==> config.mk <==
export PLATFORM = sky130hd
export DESIGN_NAME = vram_arbiter
export DESIGN_NICKNAME = d
export VERILOG_FILES = /design/src/rtl/vram_pkg.sv /design/src/rtl/vram_delay2.sv /design/src/rtl/vram_arbiter.sv
export SDC_FILE = /design/constraint.sdc
export NUM_CORES = 1
export LEC_CHECK = 0
export BUFFER_PORTS_ARGS = -buffer_cell sky130_fd_sc_hd__buf_2
export CAP_MARGIN = 20
export CORE_MARGIN = 2
export CORE_UTILIZATION = 44
export CTS_BUF_LIST = sky130_fd_sc_hd__clkbuf_16
export DETAILED_ROUTE_END_ITERATION = 10
export PLACE_DENSITY = 0.79
export SLEW_MARGIN = 20
export SYNTH_ARGS = -nofsm -noshare
export SYNTH_HDL_FRONTEND = slang
export SYNTH_SLANG_ARGS = --single-unit
==> constraint.sdc <==
create_clock -name pclk -period 1.9 [get_ports pclk]
set_input_delay 0.19 -clock pclk [delete_from_list [all_inputs] [get_ports pclk]]
set_output_delay 0.19 -clock pclk [all_outputs]
set_load 0.05 [all_outputs]
==> src/rtl/vram_pkg.sv <==
// Shared FSM state type and default geometry (800x600, 12-bit pixels) for the VRAM arbiter.
package vram_pkg;
  localparam int VRAM_AW   = 19;
  localparam int VRAM_DW   = 12;
  localparam int VRAM_NPIX = 480000;

  typedef enum logic {
    ST_IDLE = 1'b0,
    ST_ACK  = 1'b1
  } vram_state_t;
endpackage

==> src/rtl/vram_delay2.sv <==
// Two-stage register pipe that lines timing signals up with the registered pixel data.
module vram_delay2 #(
  parameter int W = 3
) (
  input  logic         pclk,
  input  logic         rst,
  input  logic [W-1:0] d,
  output logic [W-1:0] q
);
  logic [W-1:0] s1;

  always_ff @(posedge pclk or negedge rst) begin
    if (!rst) begin
      s1 <= '0;
      q  <= '0;
    end else begin
      s1 <= d;
      q  <= s1;
    end
  end
endmodule

==> src/rtl/vram_arbiter.sv <==
// Single-port VRAM arbiter: scan-out owns the port during active video, the CPU is served in blanking.
// Build option VRAM_ARB_STAT_EN adds cpu_wait_max, the longest CPU stall since reset.
module vram_arbiter
  import vram_pkg::*;
#(
  parameter int AW   = VRAM_AW,
  parameter int DW   = VRAM_DW,
  parameter int NPIX = VRAM_NPIX
) (
  input  logic          pclk,
  input  logic          rst,
  input  logic          hen,
  input  logic          ven,
  input  logic          hs,
  input  logic          vs,
  input  logic          cpu_req,
  input  logic          cpu_we,
  input  logic [AW-1:0] cpu_addr,
  input  logic [DW-1:0] cpu_wdata,
  output logic          cpu_ack,
  output logic [DW-1:0] cpu_rdata,
  output logic [AW-1:0] ram_addr,
  output logic          ram_we,
  output logic [DW-1:0] ram_wdata,
  input  logic [DW-1:0] ram_rdata,
  output logic [DW-1:0] pix_data,
  output logic          pix_valid,
  output logic          hs_o,
  output logic          vs_o,
  output vram_state_t   fsm_state
`ifdef VRAM_ARB_STAT_EN
  ,
  output logic [15:0]   cpu_wait_max
`endif
);
  logic          disp_active;
  logic          grant;
  logic [AW-1:0] pix_addr;
  vram_state_t   state;

  // CPU handshake: cpu_req (with we/addr/wdata) is held until cpu_ack; the access
  // happens on the edge ending the grant cycle and cpu_ack pulses for exactly the
  // following cycle, carrying read data. Reset during that cycle drops the access.
  assign disp_active = hen & ven;
  assign grant       = rst && (state == ST_IDLE) && cpu_req && !disp_active;
  assign fsm_state   = state;
  assign cpu_rdata   = cpu_ack ? ram_rdata : '0;

  always_comb begin
    ram_addr  = pix_addr;
    ram_we    = 1'b0;
    ram_wdata = '0;
    if (grant) begin
      ram_addr  = cpu_addr;
      ram_we    = cpu_we;
      ram_wdata = cpu_wdata;
    end
  end

  always_ff @(posedge pclk or negedge rst) begin
    if (!rst) begin
      state   <= ST_IDLE;
      cpu_ack <= 1'b0;
    end else begin
      case (state)
        ST_IDLE: begin
          cpu_ack <= grant;
          if (grant) state <= ST_ACK;
        end
        ST_ACK: begin
          cpu_ack <= 1'b0;
          state   <= ST_IDLE;
        end
        default: begin
          cpu_ack <= 1'b0;
          state   <= ST_IDLE;
        end
      endcase
    end
  end

  // vs has priority so a frame always restarts from pixel 0, even mid-line.
  always_ff @(posedge pclk or negedge rst) begin
    if (!rst) begin
      pix_addr <= '0;
      pix_data <= '0;
    end else begin
      pix_data <= ram_rdata;
      if (vs) pix_addr <= '0;
      else if (disp_active) pix_addr <= (pix_addr == AW'(NPIX - 1)) ? '0 : pix_addr + 1'b1;
    end
  end

  vram_delay2 #(.W(3)) u_delay (
    .pclk (pclk),
    .rst  (rst),
    .d    ({disp_active, hs, vs}),
    .q    ({pix_valid, hs_o, vs_o})
  );

`ifdef VRAM_ARB_STAT_EN
  logic [15:0] wait_cnt;
  logic [15:0] wait_nxt;

  // The ACK cycle is the tail of a completed access, not a stall.
  always_comb begin
    wait_nxt = '0;
    if (cpu_req && !grant && state == ST_IDLE)
      wait_nxt = (wait_cnt == 16'hFFFF) ? wait_cnt : wait_cnt + 16'd1;
  end

  always_ff @(posedge pclk or negedge rst) begin
    if (!rst) begin
      wait_cnt     <= '0;
      cpu_wait_max <= '0;
    end else begin
      wait_cnt <= wait_nxt;
      if (wait_nxt > cpu_wait_max) cpu_wait_max <= wait_nxt;
    end
  end
`endif
endmodule

# [Word-level counts from Yosys, hierarchy flattened]
# Index checks and enable logic that the tools add are counted.
[word_totals] reg_bits=39 word_cells=25 inputBits=51 out_inout_bits=61
[classes] n_eq_ne=1 n_reduce_logical=5 bitwise_logic=2 muxes=10 n_addsub=1
[ops] cell="2-to-1 mux 19 bit" n=4
[ops] cell="2-to-1 mux 12 bit" n=2
[ops] cell="adder 19 x 1 -> 19 bit, second input constant" n=1
[ops] cell="equality test 19 bit, second input constant" n=1
[ops] cell="one-hot mux 1 bit (2 select lines)" n=2
[ops] cell="logical AND 1 bit" n=3
[ops] cell="2-to-1 mux 1 bit" n=2
[ops] cell="nonzero test 2 bit" n=1
[ops] cell="AND 1 bit" n=1
[ops] cell="logical NOT 1 bit" n=1
[ops] cell="NOT 1 bit" n=1

# [Depth between registers and ports, before layout]
# Gate-level depths: netlist (run 1).
[logic_depth] word_depth=6 ltp_mapped=7 ltp_nobuf=6

# [Hierarchy]
# Synthesis (run 1) repeated with hierarchy kept, for this count alone.
[unflattened] hier_cells=202 hier_area_um2=1970.6
[modules_own_cells] module="vram_arbiter" area_per_inst_um2=1820.5 cells_per_inst=196 seq_area_each_um2=800.8 instances=1
[modules_own_cells] module="vram_delay2" area_per_inst_um2=150.1 cells_per_inst=6 seq_area_each_um2=150.1 instances=1

# [Worst setup path before layout (run 1)]
# No wires, ideal clock.
[synth_path] kind="register -> output" from="reg, netlist name cpu_ack" to="out ram_addr[11]" t_arrival_ps=2153 stages_incl_launch_ff=4 required_time_ps=1710 path_buffers=1 path_slack_ps=-443 cell_sequence="dfrtp_1 > nor3_4 > clkbuf_1 > o21ai_0"
[synth_rtl] item="to (decl)" line="vram_arbiter.sv:22" source="output logic [AW-1:0] ram_addr,"

==> results.sh, run 1 <==
export IMPL_status="finished clean"
export IMPL_fmax_ghz=0.550
export IMPL_die_w_um=72.1
export IMPL_final_hold_viol_count=0
export IMPL_dpl_cell_count=365
export IMPL_rsz0062_at_grt="false"
export IMPL_switchingPower_mw=0.618
export IMPL_ios=112
export IMPL_syn_num_nets=256
export IMPL_fin_setup_tns_ns=0
export IMPL_start_util=0.462
export IMPL_clkTransAtPathRegs_ns=0.05
export IMPL_startpoint="cpu_ack$_DFF_PN0_"
export IMPL_hold_path_class="input port to flop"
export IMPL_die_area_um2=5190
export IMPL_cts_max_level=2
export IMPL_ant_nets=0
export IMPL_crit_fanout=36
export IMPL_synth_area_um2=2040
export IMPL_hold_depth=1
export IMPL_cts_sinks=38
export IMPL_rr_endpoint="pix_addr[3]$_DFFE_PN0P_"
export IMPL_yosysTopAreaCellShare=0.467
export IMPL_nets=373
export IMPL_drv_slew=0
export IMPL_firstDrtPassIters=4
export IMPL_cts_setup_buffers=0
export IMPL_layout_drive_gt1_share=0.488
export IMPL_drt_wirelength_per_cell_um=13.3
export IMPL_async_reset_ff_frac=1.00
export IMPL_final_cell_area_um2=2840
export IMPL_syn_inst=204
export IMPL_slew_headroom=0.692
export IMPL_synth_flop_cell="dfrtp_1"
export IMPL_avgViaCountPerCell=5.16
export IMPL_clock_latency_ns=0.28
export IMPL_track_usage=0.202
export IMPL_placementRows=24
export IMPL_cap_violations=0
export IMPL_fin_crit_sh=0.957
export IMPL_power_leakage_nw=1.47
export IMPL_min_from="hs"
export IMPL_ys_seq_area_frac=0.467
export IMPL_synth_cell_type_count=42
export IMPL_fin_cells=374
export IMPL_grt_pass1_wl_mm=8.29
export IMPL_cts_tree="built"
export IMPL_power_internal_mw=1.44
export IMPL_post_dp_hpwl_mm=3.75
export IMPL_grt_max_degree=39
export IMPL_power_frac_clock=0.379
export IMPL_whs_endpoint="u_delay.s1[1]$_DFF_PN0_"
export IMPL_die_height_um=72.1
export IMPL_ir_worst_vdd_v=0.000517
export IMPL_setup_violations=0
export IMPL_pwr_share_comb=0.211
export IMPL_yosys_top_cells_area="dfrtp_1 47%, mux2_2 8.3%, and2_1 8.0%"
export IMPL_p_sw_frac=0.301
export IMPL_ys_ff_latch=38
export IMPL_worst_setup_path_type="flop to output pin"
export IMPL_required_ns=1.71
export IMPL_root_buffer="clkbuf_16"
export IMPL_coreArea_um2=4410
export IMPL_syn_avg_cell_area_um2=9.99
export IMPL_worst_pin_slew_ns=0.461
export IMPL_first_global_vias=1859
export IMPL_gp_routability_congestion=0.866
export IMPL_antenna_found_initial=0
export IMPL_antennaDiodeCount=0
export IMPL_area_growth_pct=39.5
export IMPL_rr_worst_depth=7
export IMPL_drc=0
export IMPL_reg2reg_slack_ns=0.11
export IMPL_skew_ns=0.00353
export IMPL_critical_path_arrival_ns=1.63
export IMPL_whs_ns=0.0127
export IMPL_clk_path_buf_depth=2
export IMPL_wl_mm=4.97
export IMPL_grt_ovfl_total=0
export IMPL_layout_commonest_cell="buf_2"
export IMPL_first_iter_violations=84
export IMPL_yosysWarnings=0
export IMPL_num_vias=1928
export IMPL_synth_edf_count=0
export IMPL_cts_made_buffers=5
export IMPL_p_seq_frac=0.410
export IMPL_layout_min_cycle_time_ns=1.82
export IMPL_start_kind="flop"
export IMPL_cp_end_kind="output pin"
export IMPL_r2r_start="pix_addr[0]$_DFFE_PN0P_"
export IMPL_p_per_area_nw_per_um2=723
export IMPL_finalPower_mw=2.06
export IMPL_portBuffers=111
export IMPL_final_cell_mix="111 x buf_2, 38 x dfrtp_1, 26 x nand2_1, 26 x and2_1"
export IMPL_placed_cell_area_um2=2680
export IMPL_synth_largest_area_cell="dfrtp_1"
[routing by layer]
metal | part of all wire | up-vias | GRT usage
met2 | 0.50 | 77 | 0.370
met1 | 0.41 | 877 | 0.231
met4 | 0.021 | 0 | 0.0734
met5 | 0 | - | 0
li1 | - | 962 | -
met3 | 0.066 | 12 | 0.0431
[synth_stat cells (2+ instances only)]
| cell type | count |
|---|---|
| a21oi_1 | 6 |
| o21ai_0 | 5 |
| mux2_2 | 15 |
| or3_1 | 4 |
| nor4_2 | 2 |
| nor2_1 | 4 |
| and4_1 | 2 |
| nand2_1 | 26 |
| o311ai_1 | 2 |
| and2_1 | 26 |
| o211ai_1 | 4 |
| dfrtp_1 | 38 |
| a31oi_1 | 2 |
| o21ai_1 | 2 |
| or3b_1 | 2 |
| nand4_1 | 6 |
| nand3b_1 | 2 |
| nand3_2 | 2 |
| or4_1 | 3 |
| nor4_1 | 3 |
| clkbuf_1 | 4 |
| buf_2 | 6 |
| inv_1 | 3 |
| nand4_2 | 2 |
| nand3_1 | 16 |
[how the worst max path moves through the flow]
stage / slack, ns / endpoint
after floorplan: -0.08 / ram_addr[11]
after global placement: 0.14 / pix_addr[13]$_DFFE_PN0P_
after detailed placement: 0.08 / pix_addr[13]$_DFFE_PN0P_
after CTS: 0.06 / pix_addr[13]$_DFFE_PN0P_
after global routing: 0.008 / ram_addr[4]
final: 0.08 / ram_addr[13]
[cell families after synthesis]
family                     share of synthesized area
and+or+nand+nor                                0.311
DFF                                            0.467
AOI/OAI and AO/OA                             0.0804
buffers and inverters                         0.0387
muxes                                         0.0884
xor gates and xnor gates                     0.00860
adders and majority gates                    0.00614
[flip-flops by register name, summed over array words and instances (netlist names)]
name        count
pix_data       12
u_delay.q       3
pix_addr       19
cpu_ack         1
u_delay.s1      3
[power by group through the flow]
| stage | Combinational, mW | Sequential (mW) | Clock, mW |
|---|---|---|---|
| after floorplan | 0.222 | 0.923 | 0 |
| after global placement | 0.429 | 0.855 | 0 |
| after detailed placement | 0.433 | 0.857 | 0 |
| after CTS | 0.436 | 0.843 | 0.791 |
| after global routing | 0.459 | 0.845 | 0.835 |
| final | 0.434 | 0.843 | 0.779 |
[what timing repair did]
item / CTS / global route
endpoints found under the setup margin: 0 / 7
gates resized for setup: 0 / 2
hold buffers: 1 / 0
hold endpoints to repair: 38 / 0
[worst max-delay path: stages, from the launching register on]
cell and delay (ns):
dfrtp_1 0.40, nor3_4 0.16, buf_12 0.21, mux2_2 0.35
buf_2 0.21
[through the flow]
step                utilization  setup WS [ns]
floorplan                     -        -0.0755
global placement          0.608          0.142
detailed placement        0.608         0.0775
CTS                       0.642         0.0598
global route              0.644        0.00794
finish                    0.644         0.0824
[final cells by class]
class | count | area [µm²]
fill | 369 | 1570
clock inverter | 3 | 16.3
timing repair buffer | 122 | 653
tap | 52 | 65.1
sequential | 38 | 951
clock buffer | 5 | 125
inverter | 4 | 15.0
multi-input combinational | 150 | 1020
(Power assumes the default switching activity.)
==> run 2: changes to the inputs <==
--- a/config.mk
+++ b/config.mk
@@ -5,13 +5,14 @@
 export SDC_FILE = /design/constraint.sdc
 export NUM_CORES = 1
 export LEC_CHECK = 0
+export ABC_AREA = 1
 export BUFFER_PORTS_ARGS = -buffer_cell sky130_fd_sc_hd__buf_2
 export CAP_MARGIN = 20
 export CORE_MARGIN = 2
-export CORE_UTILIZATION = 44
+export CORE_UTILIZATION = 45
 export CTS_BUF_LIST = sky130_fd_sc_hd__clkbuf_16
 export DETAILED_ROUTE_END_ITERATION = 10
-export PLACE_DENSITY = 0.79
+export PLACE_DENSITY = 0.8
 export SLEW_MARGIN = 20
 export SYNTH_ARGS = -nofsm -noshare
 export SYNTH_HDL_FRONTEND = slang
==> run 2 against run 1 <==
  * The run now ends with negative hold slack left
  * Clock skew about the same
  * Global-route usage rose by 0.61 points
  * Wire length up 12%
  * Worst hold slack got worse by 0.027 ns
  * Setup slack improved by 0.0082 ns
  * Utilization increased by 2.7 points
  * Clock power up 22%
  * Sequential power is 3.0% higher
  * Sequential share of layout area is 1.6 points lower
  * Critical path type unchanged
  * Largest cell class unchanged
==> results.sh, run 2 <==
export IMPL_status="complete, but fails checks"
export IMPL_violations="negative hold slack"
export IMPL_die_w_um=72.4
export IMPL_largest_register="pix_addr"
export IMPL_power_frac_clock=0.405
export IMPL_coreArea_um2=4440
export IMPL_die_height_um=72.4
export IMPL_skew_ns=0.00357
export IMPL_layout_commonest_cell="buf_2"
export IMPL_use_met2=0.396
export IMPL_firstDrtPassIters=4
export IMPL_layout_min_cycle_time_ns=1.81
export IMPL_portBuffers=111
export IMPL_power_leakage_nw=1.74
export IMPL_hold_path_class="input port to asynchronous set/reset pin"
export IMPL_async_reset_ff_frac=1.00
export IMPL_synth_cell_type_count=25
export IMPL_rsz0062_at_grt="false"
export IMPL_syn_num_nets=351
export IMPL_ant_nets=0
export IMPL_start_util=0.474
export IMPL_grt_busiest_layer="met2"
export IMPL_ios=112
export IMPL_p_sw_frac=0.317
export IMPL_fmax_ghz=0.553
export IMPL_power_internal_mw=1.60
export IMPL_clock_latency_ns=0.28
export IMPL_start_kind="flop"
export IMPL_syn_inst=299
export IMPL_drv_slew=0
export IMPL_first_iter_violations=136
export IMPL_drc=0
export IMPL_critical_path_arrival_ns=1.62
export IMPL_fin_cells=468
export IMPL_cts_tree="built"
export IMPL_synth_largest_area_cell="dfrtp_1"
export IMPL_track_usage=0.208
export IMPL_setup_violations=0
export IMPL_final_cell_mix="106 x buf_2, 94 x nand2_1, 49 x inv_1"
export IMPL_placementRows=24
export IMPL_switchingPower_mw=0.745
export IMPL_grt_ovfl_total=0
export IMPL_synth_area_um2=2110
export IMPL_r2r_start="pix_addr[1]$_DFFE_PN0P_"
export IMPL_synthAdderAreaFrac=0.00594
export IMPL_synth_common_cells="94 x nand2_1, 49 x inv_1, 38 x dfrtp_1, 38 x nor2_1, 24 x o21ai_0"
export IMPL_root_buffer="clkbuf_16"
export IMPL_cts_hold_buf=0
export IMPL_avgViaCountPerCell=4.85
export IMPL_p_seq_frac=0.370
export IMPL_required_ns=1.71
export IMPL_clkTransAtPathRegs_ns=0.06
export IMPL_ys_seq_area_frac=0.452
export IMPL_slew_headroom=0.679
export IMPL_gp_routability_congestion=0.952
export IMPL_syn_avg_cell_area_um2=7.04
export IMPL_synth_simple_area_share=0.324
export IMPL_yosysWarnings=0
export IMPL_grtUsageMet3=0.0569
export IMPL_pwr_share_comb=0.225
export IMPL_p_per_area_nw_per_um2=787
export IMPL_grtUsageMet1=0.226
export IMPL_top_regs="pix_addr: 19 flops, pix_data: 12 flops"
export IMPL_synth_flop_cell="dfrtp_1"
export IMPL_antennaDiodeCount=0
export IMPL_wl_mm=5.58
export IMPL_first_global_vias=2095
export IMPL_fin_crit_sh=0.952
export IMPL_nets=467
export IMPL_synth_compound_area_frac=0.0790
export IMPL_synth_most_common_cell="nand2_1"
export IMPL_cap_violations=0
export IMPL_yosysTopAreaCellShare=0.452
export IMPL_layout_drive_gt1_share=0.375
export IMPL_die_area_um2=5240
export IMPL_clk_path_buf_depth=2
export IMPL_area_growth_pct=41.7
export IMPL_grt_max_degree=39
export IMPL_grt_pass1_wl_mm=8.60
export IMPL_fillers=388
export IMPL_worst_setup_path_type="flop to output pin"
export IMPL_whs_ns=-0.0141
export IMPL_ir_worst_vdd_v=0.000854
export IMPL_antenna_found_initial=0
export IMPL_synth_top_family_by_area="simple AND/OR/NAND/NOR gates"
export IMPL_post_dp_hpwl_mm=4.07
export IMPL_yosys_top_cells_area="dfrtp_1 45%, nand2_1 17%, inv_1 8.7%"
export IMPL_cp_end_kind="output pin"
export IMPL_crit_fanout=19
export IMPL_synth_edf_count=0
export IMPL_cts_setup_buffers=0
export IMPL_final_hold_viol_count=13
export IMPL_cts_sinks=38
export IMPL_largest_reg_flops=19
export IMPL_worst_pin_slew_ns=0.482
export IMPL_ys_ff_latch=38
export IMPL_synth_xor_area_share=0.0166
export IMPL_cts_max_level=2
export IMPL_drt_wirelength_per_cell_um=11.9
export IMPL_dpl_cell_count=459
export IMPL_cts_made_buffers=5
export IMPL_num_vias=2271
export IMPL_startpoint="cpu_ack$_DFF_PN0_"
export IMPL_synth_area_mux_share=0
export IMPL_finalPower_mw=2.35
export IMPL_fin_util=0.671
run 2: changes by cell type in the layout (fill, tap and decap cells not counted), moves of 5 or more:
cell      before  now
nor2_1         4   38
o21ai_2        0   15
buf_4          9    3
clkbuf_4       0    5
inv_1          3   49
and2_1        26    0
mux2_2        16    0
nand2_1       26   94
o21ai_0        2    8
buf_2        111  106
run 2: through the flow:
step                setup WS [ns]  hold WS, ns  TNS, ns  instance area [µm²]
CTS                       0.00696       0.0141        0                 2950
global placement            0.355        0.300        0                 2780
floorplan                  -0.207       -0.106    -2.36                 2160
detailed placement          0.317        0.309        0                 2780
finish                     0.0906      -0.0141        0                 2980
global route              0.00111       0.0119        0                 2980
run 2: cell type report:
type / count / area [µm²] / area share
Clock buffer: 5 / 125 / 0.0419
Clock inverter: 3 / 45.0 / 0.0151
Inverter: 55 / 209 / 0.0701
Multi-Input combinational cell: 199 / 952 / 0.319
Sequential cell: 38 / 951 / 0.319
Tap cell: 52 / 65.1 / 0.0218
Timing Repair Buffer: 116 / 636 / 0.213
run 2: kinds of logic after synthesis:
| family | Yosys count |
|---|---|
| simple gates | 162 |
| flops | 38 |
| fa+ha+maj | 1 |
| compound gates | 32 |
| xor+xnor | 4 |
| buf+inv | 62 |
run 2: path summary, 6_finish.rpt:
kind | to | slack [ns] | depth (start not counted)
hold / removal | pix_data[6]$_DFF_PN0_ | -0.01 | 2
hold reg to reg | u_delay.q[0]$_DFF_PN0_ | 0.36 | 0
min in group pclk | u_delay.s1[1]$_DFF_PN0_ | 0.02 | 1
max in group asynchronous | pix_addr[5]$_DFFE_PN0P_ | 1.57 | 2
setup / recovery | ram_wdata[0] | 0.09 | 5
setup reg to reg | pix_addr[1]$_DFFE_PN0P_ | 0.33 | 10
run 2: power groups by stage:
stage          Combinational, mW  Clock, mW  Sequential (mW)
6_report                   0.528      0.951            0.868
5_1_grt                    0.564      0.996            0.872
4_1_cts                    0.524      0.963            0.868
3_5_place_dp               0.522          0            0.881
3_3_place_gp               0.514          0            0.879
2_1_floorplan              0.299          0            0.943
run 2: routing by layer:
metal / share of wire / up-vias / wire length, µm
li1: - / 1139 / -
met1: 0.39 / 1014 / 2150
met2: 0.51 / 113 / 2830
met3: 0.099 / 5 / 551
met4: 0.0093 / 0 / 52
met5: 0 / - / 0
run 2: critical path, stage by stage, from the launching register on:
cell and delay, ns:
dfrtp_1 0.40, nor3_4 0.25, buf_12 0.19, inv_2 0.12
nor2_1 0.10, buf_2 0.26
run 2: what timing repair did:
item | CTS | global route
endpoints found under the setup margin | 0 | 16
resized for setup | 0 | 5
hold endpoints to repair | 0 | 0
